File: src/rtl/birds_hit_detector.sv
// Per-frame shot/bird overlap detector with armed start-up window and saturating hit score.
// Optional bird-to-bird collision pulse is built only when BIRDS_COLLIDE_EN is defined.
module birds_hit_detector #(
    parameter int SCORE_WIDTH = 8,
    parameter int ARM_FRAMES  = 2
) (
    input  logic                   clk,
    input  logic                   reset,
    input  logic                   startOfFrame,
    input  logic                   bird1DrawingRequest,
    input  logic                   bird2DrawingRequest,
    input  logic                   shotDrawingRequest,
    output logic                   bird1Hit,
    output logic                   bird2Hit,
    output logic                   birdsCollide,
    output logic [SCORE_WIDTH-1:0] hitCount,
    output logic                   armed
);

    typedef enum logic [1:0] {
        IDLE   = 2'd0,
        SCAN   = 2'd1,
        REPORT = 2'd2
    } state_t;

    localparam int                     FCW        = $clog2(ARM_FRAMES + 2);
    localparam logic [FCW-1:0]         ARM_TARGET = FCW'(ARM_FRAMES);
    localparam logic [SCORE_WIDTH:0]   SCORE_MAX  = {1'b0, {SCORE_WIDTH{1'b1}}};

    state_t                 state_r;
    state_t                 state_next_s;
    logic                   s1_r;
    logic                   s2_r;
    logic                   s1_next_s;
    logic                   s2_next_s;
    logic                   hit1_next_s;
    logic                   hit2_next_s;
    logic [FCW-1:0]         frame_cnt_r;
    logic [FCW-1:0]         frame_cnt_next_s;
    logic                   armed_next_s;
    logic [SCORE_WIDTH:0]   score_sum_s;
    logic [SCORE_WIDTH-1:0] score_next_s;
    logic                   s1_term_s;
    logic                   s2_term_s;
    logic                   close_frame_s;

    assign s1_term_s     = shotDrawingRequest & bird1DrawingRequest;
    assign s2_term_s     = shotDrawingRequest & bird2DrawingRequest;
    assign close_frame_s = (state_r == SCAN) && startOfFrame;

    // State register
    always_ff @(posedge clk or posedge reset) begin
        if (reset) begin
            state_r <= IDLE;
        end else begin
            state_r <= state_next_s;
        end
    end

    // Next-state logic; startOfFrame during REPORT is deliberately ignored
    always_comb begin
        state_next_s = state_r;
        case (state_r)
            IDLE: begin
                if (startOfFrame) state_next_s = SCAN;
                else              state_next_s = IDLE;
            end
            SCAN: begin
                if (startOfFrame) state_next_s = REPORT;
                else              state_next_s = SCAN;
            end
            REPORT:  state_next_s = SCAN;
            default: state_next_s = IDLE;
        endcase
    end

    // Output/datapath next values: sticky flags, report pulses, arming and score
    always_comb begin
        s1_next_s        = 1'b0;
        s2_next_s        = 1'b0;
        hit1_next_s      = 1'b0;
        hit2_next_s      = 1'b0;
        frame_cnt_next_s = frame_cnt_r;
        case (state_r)
            IDLE: begin
                s1_next_s = 1'b0;
                s2_next_s = 1'b0;
            end
            SCAN: begin
                if (startOfFrame) begin
                    // the coincident pixel opens the new frame, so it is not reported now
                    s1_next_s   = s1_term_s;
                    s2_next_s   = s2_term_s;
                    hit1_next_s = s1_r & armed;
                    hit2_next_s = s2_r & armed;
                end else begin
                    s1_next_s = s1_r | s1_term_s;
                    s2_next_s = s2_r | s2_term_s;
                end
            end
            REPORT: begin
                s1_next_s = s1_r | s1_term_s;
                s2_next_s = s2_r | s2_term_s;
            end
            default: begin
                s1_next_s = 1'b0;
                s2_next_s = 1'b0;
            end
        endcase

        if (close_frame_s && (frame_cnt_r != ARM_TARGET)) begin
            frame_cnt_next_s = frame_cnt_r + {{(FCW-1){1'b0}}, 1'b1};
        end else begin
            frame_cnt_next_s = frame_cnt_r;
        end
        armed_next_s = (frame_cnt_r >= ARM_TARGET);

        score_sum_s = {1'b0, hitCount}
                    + {{SCORE_WIDTH{1'b0}}, bird1Hit}
                    + {{SCORE_WIDTH{1'b0}}, bird2Hit};
        if ((state_r == REPORT) && armed) begin
            if (score_sum_s > SCORE_MAX) score_next_s = SCORE_MAX[SCORE_WIDTH-1:0];
            else                         score_next_s = score_sum_s[SCORE_WIDTH-1:0];
        end else begin
            score_next_s = hitCount;
        end
    end

    // Registered flags, pulses, frame counter, armed flag and score
    always_ff @(posedge clk or posedge reset) begin
        if (reset) begin
            s1_r        <= 1'b0;
            s2_r        <= 1'b0;
            bird1Hit    <= 1'b0;
            bird2Hit    <= 1'b0;
            frame_cnt_r <= {FCW{1'b0}};
            armed       <= 1'b0;
            hitCount    <= {SCORE_WIDTH{1'b0}};
        end else begin
            s1_r        <= s1_next_s;
            s2_r        <= s2_next_s;
            bird1Hit    <= hit1_next_s;
            bird2Hit    <= hit2_next_s;
            frame_cnt_r <= frame_cnt_next_s;
            armed       <= armed_next_s;
            hitCount    <= score_next_s;
        end
    end

`ifdef BIRDS_COLLIDE_EN
    logic sc_r;
    logic sc_next_s;
    logic collide_next_s;

    // Bird-to-bird sticky flag and pulse, sequenced like the shot flags
    always_comb begin
        sc_next_s      = 1'b0;
        collide_next_s = 1'b0;
        case (state_r)
            IDLE: sc_next_s = 1'b0;
            SCAN: begin
                if (startOfFrame) begin
                    sc_next_s      = bird1DrawingRequest & bird2DrawingRequest;
                    collide_next_s = sc_r & armed;
                end else begin
                    sc_next_s = sc_r | (bird1DrawingRequest & bird2DrawingRequest);
                end
            end
            REPORT:  sc_next_s = sc_r | (bird1DrawingRequest & bird2DrawingRequest);
            default: sc_next_s = 1'b0;
        endcase
    end

    // Collision flag and pulse registers
    always_ff @(posedge clk or posedge reset) begin
        if (reset) begin
            sc_r         <= 1'b0;
            birdsCollide <= 1'b0;
        end else begin
            sc_r         <= sc_next_s;
            birdsCollide <= collide_next_s;
        end
    end
`else
    assign birdsCollide = 1'b0;
`endif

endmodule

File: config.mk
export PLATFORM = sky130hd
export DESIGN_NAME = birds_hit_detector
export DESIGN_NICKNAME = d
export VERILOG_FILES = /design/src/rtl/birds_hit_detector.sv
export SDC_FILE = /design/constraint.sdc
export NUM_CORES = 1
export LEC_CHECK = 0
export CORE_MARGIN = 2
export CORE_UTILIZATION = 49
export DETAILED_ROUTE_END_ITERATION = 10
export GPL_ROUTABILITY_DRIVEN = 0
export PLACE_DENSITY = 0.86
export SETUP_SLACK_MARGIN = 0.02
export SLEW_MARGIN = 40
export SYNTH_ARGS = -nofsm -noshare
export SYNTH_HDL_FRONTEND = slang
export SYNTH_SLANG_ARGS = --single-unit
File: constraint.sdc
create_clock -name clk -period 2.36 [get_ports clk]
set_input_delay 0.236 -clock clk [delete_from_list [all_inputs] [get_ports clk]]
set_output_delay 0.236 -clock clk [all_outputs]
set_load 0.01 [all_outputs]
==> flow_summary.ini <==
[timing]
tightest_slew_ps = 631
hold_viol_final = 0
setup_slack_ps = 540
timing.final.crit_share = 0.771
fin_crit_ps = 1820
finalMaxSlewViolations = 0
unrepaired_setup_endpoints_after_global_routing = no
final.setup_skew_ps = 8.63
max-slew-margin-rel = 0.579
setup_violations = 0
setup_tns_ps = 0
timing.hold.ws_ps = 315
fmaxAchievable_mhz = 549

[clock_network]
clk_pin_slew_ps = 100
cts_made_buffers = 3
cts-resized-gates = 0
insertion_delay_ps = 290
root_buffer = sky130_fd_sc_hd__clkbuf_4
clock-sinks = 17
post_cts_buffers = 0
tritoncts = built
cts_buffer_depth = 2
ctsHtreeMaxLevel = 1
cts_hold_buffers = 0

[power_and_ir_drop]
seqPwrFrac = 0.501
power.share.combinational = 0.296
clock_power_share = 0.203
p_leak_uw = 0.000507
total_switching_power_uw = 249
total_power_uw = 766
power.share.switching = 0.325
max-vdd-ir-drop_uv = 412
cellInternalPower_uw = 517
power-per-cell-area_nw_per_um2 = 708

[route]
drt-initial-drc-count = 6
routed_via_density = 5.28
route.vias.total = 671
detail_route.wl_per_cell_um = 12.1
drt_wl_total_um = 1540
drc_errors = 0
drt_pre_antenna_iters = 4
final_antenna_net_count = 0

[synth]
mappedNetlistNets = 98
postSynth.asyncResetShare = 1.00
synth.most_common_cell = sky130_fd_sc_hd__dfrtp_1
syn_inst = 85
synth_sequential_area_ratio = 0.481
ys_warn_count = 0
synth_top_flop_cell = sky130_fd_sc_hd__dfrtp_1
synth_enable_flop_cells = 0
post_synth_num_cell_types = 30
synthesis.area_per_instance_sq_um = 10.4
synth_area_sq_um = 885
synth_largest_type_area_fraction = 0.481
synth.top_cells.by_area = sky130_fd_sc_hd__dfrtp_1, sky130_fd_sc_hd__ha_1, sky130_fd_sc_hd__nand3_1
post-synth-top-area-cell = sky130_fd_sc_hd__dfrtp_1
ys_ff_latch = 17
synth_commonest_cells = sky130_fd_sc_hd__dfrtp_1, sky130_fd_sc_hd__nand2_1, sky130_fd_sc_hd__nand3_1, sky130_fd_sc_hd__a21oi_1, sky130_fd_sc_hd__ha_1

[critical_path]
crit_buf_inv = 0
critical_path_class = flip-flop to flip-flop
timing.critical_path.slowest_cell_delay_ps = 440
timing.critical_path.depth = 5
crit_fanout = 6
crit_family = adder cells
crit_path_cell_trace = fa_1 -> ha_1 -> and4_1 -> nand4_2 -> mux2_4
cp_slowest_cell = sky130_fd_sc_hd__fa_1
setup.worst_path.end_class = flip-flop
required_ps = 2550
worst-r2r-cell-count = 5
cp_data_arrival_time_ps = 2010
startpoint_type = flip-flop

[global_routing]
grt_overall_usage = 0.165
gr-total-overflow = 0
grt_pass1_vias = 643
grt_pass1_wl_um = 2450
grt_start_max_net_pins = 18
grt_antenna_before_repair = 0

[floorplan]
core-area_sq_um = 1710
core.rowCount = 15
overall_die_width_um = 46.5
fp.dieArea_sq_um = 2160
io_pins = 18
die_y_um = 46.5
start_util = 0.518

[placement]
dp_slack_ps = 549
port-buffer-count = 16
postPlaceCellArea_sq_um = 1060
dp.final_hpwl_um = 1200

[final_layout]
finish.instance_area_sq_um = 1080
diodes = 0
ratio_of_cells_with_drive_above_1_in_the_final_layout = 0.0784
area_growth_from_synthesis_to_layout_pct = 22.3
design.final.nets = 116

[hold_path]
worst_hold_path_type = input pin to asynchronous set/reset pin

[status]
outcome = completed

[flow_run]
drv_cap = 0
-- worst reg2reg max path, cell delays in order (launching register included) --
cell and delay [ps]:
sky130_fd_sc_hd__dfrtp_1 410, sky130_fd_sc_hd__fa_1 440, sky130_fd_sc_hd__ha_1 210, sky130_fd_sc_hd__and4_1 240, sky130_fd_sc_hd__nand4_2 120, sky130_fd_sc_hd__mux2_4 290
-- placed cells by master (no fill, tap or decap), types with 2 or more instances in the layout --
cell type,Yosys,final
sky130_fd_sc_hd__nand3_1,8,8
sky130_fd_sc_hd__clkbuf_4,0,3
sky130_fd_sc_hd__nand2_1,8,8
sky130_fd_sc_hd__nor3b_1,2,2
sky130_fd_sc_hd__o21ai_0,2,2
sky130_fd_sc_hd__nor2_1,5,5
sky130_fd_sc_hd__a21oi_1,6,6
sky130_fd_sc_hd__dfrtp_1,17,17
sky130_fd_sc_hd__o31ai_1,2,2
sky130_fd_sc_hd__and4_1,3,3
sky130_fd_sc_hd__a21bo_2,2,2
sky130_fd_sc_hd__clkdlybuf4s50_1,0,16
sky130_fd_sc_hd__inv_1,5,5
sky130_fd_sc_hd__ha_1,6,6
-- flip-flops by register name (all words and copies together), names as in the netlist --
signal       count
bird2Hit         1
hitCount         8
bird1Hit         1
state_r          2
s1_r             1
frame_cnt_r      2
armed            1
s2_r             1
-- per-stage QoR --
step / cells / util
floorplan: 85 / -
global placement: 123 / 0.618
detailed placement: 123 / 0.618
CTS: 127 / 0.634
global route: 127 / 0.634
finish: 127 / 0.634
-- per-layer routing --
metal  part of all wire  GRT usage  vias to the layer above
met5                  0          0                        -
met4             0.0078     0.0686                        0
met3              0.042     0.0588                        2
met2               0.51      0.300                       12
met1               0.44      0.167                      321
li1                   -          -                      336
-- area by class of cell --
class | instances | area (sq um)
Clock buffer | 4 | 26.3
Inverter | 5 | 18.8
Sequential cell | 17 | 425
Fill cell | 142 | 626
Tap cell | 25 | 31.3
Multi-Input combinational cell | 60 | 420
Timing Repair Buffer | 16 | 160
-- kinds of logic (layout without fill, tap and decap cells) --
| logic type | after synthesis | count (layout) | share of synthesized area |
|---|---|---|---|
| fa+ha+maj | 7 | 7 | 0.107 |
| simple gates | 34 | 34 | 0.212 |
| other cells | 1 | 1 | 0.00424 |
| mux | 2 | 2 | 0.0283 |
| compound gates | 15 | 15 | 0.113 |
| buf+inv | 8 | 25 | 0.0438 |
| xor+xnor | 1 | 1 | 0.00990 |
| flops | 17 | 17 | 0.481 |
-- final timing paths --
path / slack, ps / endpoint / start
setup / recovery: 540 / hitCount[6] / bird1Hit
hold / removal: 320 / hitCount[2] / reset
min in group clk: 500 / armed / frame_cnt_r[1]
setup reg to reg: 540 / hitCount[6] / bird1Hit
max in group asynchronous: 1630 / s1_r / reset
hold reg to reg: 500 / armed / frame_cnt_r[1]
-- power groups by stage --
stage	Combinational (uW)	Sequential (uW)	Clock, uW
floorplan	156	385	0
detailed placement	228	390	0
CTS	230	384	161
finish	227	384	155
global route	259	393	175
global placement	215	386	0
No activity file was read; power rests on OpenSTA's default activity.
